### src/rtl/clock_pkg.sv
// rtl/clock_pkg.sv - shared constants and types for the time-setting clock block
package clock_pkg;

    localparam logic [1:0] BTN_IDLE  = 2'b11;
    localparam logic [1:0] BTN_SHORT = 2'b10;
    localparam logic [1:0] BTN_LONG  = 2'b01;
    localparam logic [1:0] BTN_HELD  = 2'b00;

    typedef enum logic [1:0] {
        ST_RUN      = 2'b00,
        ST_EDIT_HR  = 2'b01,
        ST_EDIT_MIN = 2'b10
    } edit_state_t;

    localparam int HR_MAX  = 23;
    localparam int MIN_MAX = 59;
    localparam int SEC_MAX = 59;

endpackage

### src/rtl/mod_counter.sv
// rtl/mod_counter.sv - modulo MAX+1 up/down counter with clear and wrap carry
module mod_counter #(
    parameter int MAX = 59,
    parameter int W   = 6
) (
    input  logic         i_clk,
    input  logic         i_rst_n,
    input  logic         i_inc,
    input  logic         i_dec,
    input  logic         i_clr,
    output logic [W-1:0] o_value,
    output logic         o_carry
);

    logic [W-1:0] r_value;

    // Carry is combinational so a whole carry chain settles in one cycle.
    assign o_carry = i_inc && (r_value == W'(MAX));
    assign o_value = r_value;

    always_ff @(posedge i_clk or negedge i_rst_n) begin
        if (!i_rst_n) begin
            r_value <= '0;
        end else if (i_clr) begin
            r_value <= '0;
        end else if (i_inc) begin
            r_value <= (r_value == W'(MAX)) ? '0 : r_value + 1'b1;
        end else if (i_dec) begin
            r_value <= (r_value == '0) ? W'(MAX) : r_value - 1'b1;
        end
    end

endmodule

### src/rtl/time_set_ctrl.sv
// rtl/time_set_ctrl.sv - clock time keeping and button-driven setting; TIME_SET_TIMEOUT_EN enables edit timeout
module time_set_ctrl
    import clock_pkg::*;
#(
    parameter int REP_CNT   = 25_000_000,
    parameter int TIMEOUT_S = 10
) (
    input  logic       i_clk,
    input  logic       i_rst_n,
    input  logic       i_sec_tick,
    input  logic [1:0] i_mode_btn,
    input  logic [1:0] i_inc_btn,
    output logic [4:0] o_hours,
    output logic [5:0] o_minutes,
    output logic [5:0] o_seconds,
    output logic [1:0] o_edit,
    output logic       o_blink
);

    edit_state_t r_state;
    edit_state_t w_next_state;
    logic        r_blink;
    logic [31:0] r_rep_cnt;

    logic w_mode_short, w_mode_long, w_mode_evt;
    logic w_inc_short, w_inc_long, w_inc_held;
    logic w_in_edit, w_edit_ok, w_rep_step, w_up, w_down;
    logic w_sec_carry, w_min_carry, w_unused_day_wrap;
    logic w_timeout, w_leave_edit;

    assign w_mode_short = (i_mode_btn == BTN_SHORT);
    assign w_mode_long  = (i_mode_btn == BTN_LONG);
    assign w_mode_evt   = w_mode_short || w_mode_long;
    assign w_inc_short  = (i_inc_btn == BTN_SHORT);
    assign w_inc_long   = (i_inc_btn == BTN_LONG);
    assign w_inc_held   = (i_inc_btn == BTN_HELD);

    // A mode event in the same cycle suppresses any field change.
    assign w_in_edit  = (r_state != ST_RUN);
    assign w_edit_ok  = w_in_edit && !w_mode_evt;
    assign w_rep_step = w_in_edit && w_inc_held && (r_rep_cnt == '0);
    assign w_up       = w_edit_ok && (w_inc_short || w_rep_step);
    assign w_down     = w_edit_ok && w_inc_long;

`ifdef TIME_SET_TIMEOUT_EN
    logic [31:0] r_to_cnt;
    logic        w_activity;

    assign w_activity = w_mode_evt || w_inc_short || w_inc_long || w_inc_held;
    assign w_timeout  = w_in_edit && i_sec_tick && !w_activity &&
                        (r_to_cnt == 32'(TIMEOUT_S - 1));

    always_ff @(posedge i_clk or negedge i_rst_n) begin
        if (!i_rst_n) begin
            r_to_cnt <= '0;
        end else if (!w_in_edit || w_activity || w_timeout) begin
            r_to_cnt <= '0;
        end else if (i_sec_tick) begin
            r_to_cnt <= r_to_cnt + 1'b1;
        end
    end
`else
    localparam int unused_timeout_s = TIMEOUT_S;
    assign w_timeout = 1'b0;
`endif

    always_comb begin
        w_next_state = r_state;
        case (r_state)
            ST_RUN:      if (w_mode_long) w_next_state = ST_EDIT_HR;
            ST_EDIT_HR:  if (w_mode_long) w_next_state = ST_RUN;
                         else if (w_mode_short) w_next_state = ST_EDIT_MIN;
            ST_EDIT_MIN: if (w_mode_long) w_next_state = ST_RUN;
                         else if (w_mode_short) w_next_state = ST_EDIT_HR;
            default:     w_next_state = ST_RUN;
        endcase
        if (w_timeout) w_next_state = ST_RUN;
    end

    assign w_leave_edit = w_in_edit && (w_next_state == ST_RUN);

    always_ff @(posedge i_clk or negedge i_rst_n) begin
        if (!i_rst_n) begin
            r_state   <= ST_RUN;
            r_blink   <= 1'b1;
            r_rep_cnt <= '0;
        end else begin
            r_state <= w_next_state;
            if (r_state == ST_RUN || w_next_state == ST_RUN)
                r_blink <= 1'b1;
            else if (w_up || w_down)
                r_blink <= 1'b1;
            else if (i_sec_tick)
                r_blink <= ~r_blink;
            if (!w_inc_held || !w_in_edit || r_rep_cnt == 32'(REP_CNT - 1))
                r_rep_cnt <= '0;
            else
                r_rep_cnt <= r_rep_cnt + 1'b1;
        end
    end

    mod_counter #(.MAX(SEC_MAX), .W(6)) u_sec (
        .i_clk   (i_clk),
        .i_rst_n (i_rst_n),
        .i_inc   (r_state == ST_RUN && i_sec_tick),
        .i_dec   (1'b0),
        .i_clr   (w_leave_edit),
        .o_value (o_seconds),
        .o_carry (w_sec_carry)
    );

    mod_counter #(.MAX(MIN_MAX), .W(6)) u_min (
        .i_clk   (i_clk),
        .i_rst_n (i_rst_n),
        .i_inc   ((r_state == ST_RUN && w_sec_carry) || (r_state == ST_EDIT_MIN && w_up)),
        .i_dec   (r_state == ST_EDIT_MIN && w_down),
        .i_clr   (1'b0),
        .o_value (o_minutes),
        .o_carry (w_min_carry)
    );

    mod_counter #(.MAX(HR_MAX), .W(5)) u_hr (
        .i_clk   (i_clk),
        .i_rst_n (i_rst_n),
        .i_inc   ((r_state == ST_RUN && w_min_carry) || (r_state == ST_EDIT_HR && w_up)),
        .i_dec   (r_state == ST_EDIT_HR && w_down),
        .i_clr   (1'b0),
        .o_value (o_hours),
        .o_carry (w_unused_day_wrap)
    );

    assign o_edit  = r_state;
    assign o_blink = r_blink;

endmodule

### config.mk
export PLATFORM = sky130hd
export DESIGN_NAME = time_set_ctrl
export DESIGN_NICKNAME = d
export VERILOG_FILES = /design/src/rtl/clock_pkg.sv /design/src/rtl/mod_counter.sv /design/src/rtl/time_set_ctrl.sv
export SDC_FILE = /design/constraint.sdc
export NUM_CORES = 1
export LEC_CHECK = 0
export ABC_AREA = 1
export CORE_MARGIN = 2
export CORE_UTILIZATION = 30
export DETAILED_ROUTE_END_ITERATION = 6
export HOLD_SLACK_MARGIN = 0.02
export PLACE_DENSITY = 0.55
export SLEW_MARGIN = 10
export SYNTH_ARGS = -nofsm -noshare
export SYNTH_HDL_FRONTEND = slang
export SYNTH_SLANG_ARGS = --single-unit
### constraint.sdc
create_clock -name i_clk -period 1.8 [get_ports i_clk]
set_input_delay 0.18 -clock i_clk [delete_from_list [all_inputs] [get_ports i_clk]]
set_output_delay 0.18 -clock i_clk [all_outputs]
set_load 0.01 [all_outputs]
==> summary.txt <==
Route
  – DRT Pass-1 Iters: 4
  – Drt initial violations: 210
  – Routed WL: 8650 um
  – Final antenna-violating net count: 0
  – Vias per std cell: 4.90
  – Average wire per standard cell: 12.7 um
  – Via count: 3329
  – Residual DRC: 0

Global route
  – Global Route Usage Sum: 0.153
  – Largest net degree at the start of global routing: 46
  – Initial antenna violation count: 0
  – Total gr overflow: 0
  – Via count of the first global-routing pass: 3173
  – First-pass GRT wire length: 14700 um

Final layout
  – Final net count: 555
  – Area growth, synth to finish: 32.8%
  – Share of layout cells above drive strength 1: 0.202
  – Antenna Cells: 0
  – Finished Core Util: 0.412

Worst hold path
  – Hold Path Class: input port to asynchronous set/reset pin

Floorplan
  – IO Count: 27
  – Die X: 110 um
  – Core region area: 10900 sq um
  – Num rows: 38
  – Initial Util: 0.310
  – Area of the die: 12200 sq um
  – Die Span Y: 110 um

Logic synthesis
  – Top FF cell, synth: dfrtp_1
  – Asr flop ratio synth: 1.00
  – Mapped Nets: 477
  – Post-synth EDFFs: 0
  – Synth Warn #: 0
  – Mapped Cells: 460
  – Synth cell types: 41
  – #FFs+latches synth: 52
  – Mapped Area: 3390 sq um
  – Syn avg cell area: 7.38 sq um
  – Sequential fraction of the synthesis area: 0.384

Power
  – Worst vdd ir: 0.000526 V
  – Leakage: 0.00203 uW
  – Pwr Total: 4420 uW
  – P per Cell Area: 980 nW/um^2

Timing
  – Skew final: 0.00515 ns
  – Final period utilization: 0.984
  – Hold WS: 0.291 ns
  – Worst Tran Pin Value: 0.443 ns
  – Final setup vio count: 0
  – Max Clk Rate: 0.565 GHz
  – Unrepaired setup endpoints after global routing: yes
  – Tmin final: 1.77 ns
  – Max_slew headroom: 0.702
  – Fin. Hold Viols: 0
  – Final Max Slew Viols: 0

Clock network
  – CTS tree: yes
  – H-tree depth: 2
  – CTS Buf Count: 5
  – CTS max path bufs: 2
  – CTS root buffer: clkbuf_16
  – Sink Count: 52
  – Clock latency on the worst-skew pair: 0.29 ns
  – Clk pin slew, worst setup/hold paths: 0.07 ns

Placed design
  – Detailed Place HPWL: 6610 um
  – Port bufs: 26
  – GPL Wtd Cong: 0.899

Critical path
  – Setup crit end kind: register
  – Crit Reg-Reg Startpoint: r_rep_cnt[0]$_DFF_PN0_
  – Worst Path Required: 1.98 ns
  – Crit path launch type: register
  – Reg-to-reg setup timing slack: 0.03 ns
  – Worst Path Max Fanout: 7
  – WP data arrival: 1.95 ns
  – CP Class: register to register
  – R2R depth: 13
  – FF-to-FF End: u_hr.o_value[4]$_DFFE_PN0P_

Run status
  – Status: finished, final reports clean

Job
  – Max-cap violation count: 0
-- power by group --
part / switching (uW) / internal (uW)
combinational: 882 / 757
sequential: 270 / 1350
clock: 427 / 733
-- metal layers --
layer,vias to the layer above,wire length (um),track usage
li1,1674,-,-
met1,1557,3930,0.200
met3,17,396,0.0223
met5,-,0,0
met4,0,154,0.0464
met2,81,4180,0.262
-- per-stage QoR --
step | instances | TNS, ns | cell area [sq um] | setup slack (ns)
final | 679 | 0 | 4510 | 0.0289
after global routing | 679 | -0.802 | 4510 | -0.131
after CTS | 673 | 0 | 4340 | 0.0128
after detailed placement | 664 | -2.71 | 4130 | -0.252
after global placement | 664 | -2.23 | 4130 | -0.197
after floorplan | 460 | 0 | 3390 | 0.189
-- layout make-up --
| class | count | area, sq um |
|---|---|---|
| Fill cell | 1128 | 6430 |
| Inverter | 66 | 248 |
| Tap cell | 140 | 175 |
| Clock inverter | 1 | 30.0 |
| Clock buffer | 7 | 153 |
| Multi-Input combinational cell | 339 | 1960 |
| Timing Repair Buffer | 74 | 634 |
| Sequential cell | 52 | 1310 |
-- critical path: stages, from the launching register on --
cell and delay [ns]:
dfrtp_1 0.40, inv_1 0.07, ha_2 0.16, nand2_2 0.06, nor2_4 0.10, nand2_2 0.06
o21ai_2 0.17, nand3_2 0.13, nand2_4 0.12, nand3_4 0.12, nand2_4 0.12, nand2_1 0.05
nand2_1 0.06, nand2_1 0.04
-- registers in the layout, summed over array words and instances (netlist names) --
register,flops
r_rep_cnt,32
u_min.o_value,6
u_sec.o_value,6
u_hr.o_value,5
o_edit,2
o_blink,1
-- repair_timing --
| item | in CTS | in global routing |
|---|---|---|
| setup buffers | 0 | 6 |
| gates resized for setup | 5 | 32 |
| setup endpoints to repair | 12 | 45 |
| hold buffers | 1 | 0 |
| pin swaps | 1 | 9 |
| hold endpoints to repair | 7 | 0 |
-- cell families after synthesis --
kind of cell / synth area share
fa+ha+maj: 0.0369
xor+xnor: 0.0439
simple gates: 0.367
flops: 0.384
buf+inv: 0.0785
compound gates: 0.0896
-- layout by cell type, fill, tap and decap left out, types with 6 or more instances in the layout --
master,n
inv_1,61
o211ai_1,6
dfrtp_1,48
nor3_1,23
clkdlybuf4s50_1,25
nor2_1,71
nand2_1,78
nand4_1,12
xnor2_1,6
ha_1,9
a21oi_1,20
nor2_2,9
o21ai_0,18
nand2_2,9
xor2_1,11
nand3_1,27
buf_4,45
-- cells in the mapped netlist (all sizes together) (2+ instances only) --
| library cell | n | area, sq um |
|---|---|---|
| o211ai | 6 | 45.0 |
| xor2 | 11 | 96.3 |
| ha | 10 | 125 |
| inv | 66 | 248 |
| nand2 | 90 | 365 |
| nand4 | 13 | 87.6 |
| buf | 2 | 15.0 |
| a21oi | 20 | 100 |
| nand3 | 32 | 188 |
| xnor2 | 6 | 52.6 |
| dfrtp | 51 | 1280 |
| nor2 | 85 | 339 |
| nor3 | 25 | 148 |
| o221ai | 2 | 17.5 |
| o21ai | 19 | 95.1 |
| nor4 | 9 | 83.8 |
-- worst max-delay path by stage --
stage | start | endpoint | cells after the start
after floorplan | o_edit[1]$_DFF_PN0_ | u_hr.o_value[4]$_DFFE_PN0P_ | 10
after detailed placement | i_mode_btn[0] | u_hr.o_value[2]$_DFFE_PN0P_ | 11
after global placement | i_mode_btn[0] | u_hr.o_value[4]$_DFFE_PN0P_ | 11
final | r_rep_cnt[0]$_DFF_PN0_ | u_hr.o_value[4]$_DFFE_PN0P_ | 13
after global routing | r_rep_cnt[19]$_DFF_PN0_ | u_hr.o_value[2]$_DFFE_PN0P_ | 12
after CTS | r_rep_cnt[0]$_DFF_PN0_ | u_hr.o_value[2]$_DFFE_PN0P_ | 13
Power figures use the tool's default switching activity.
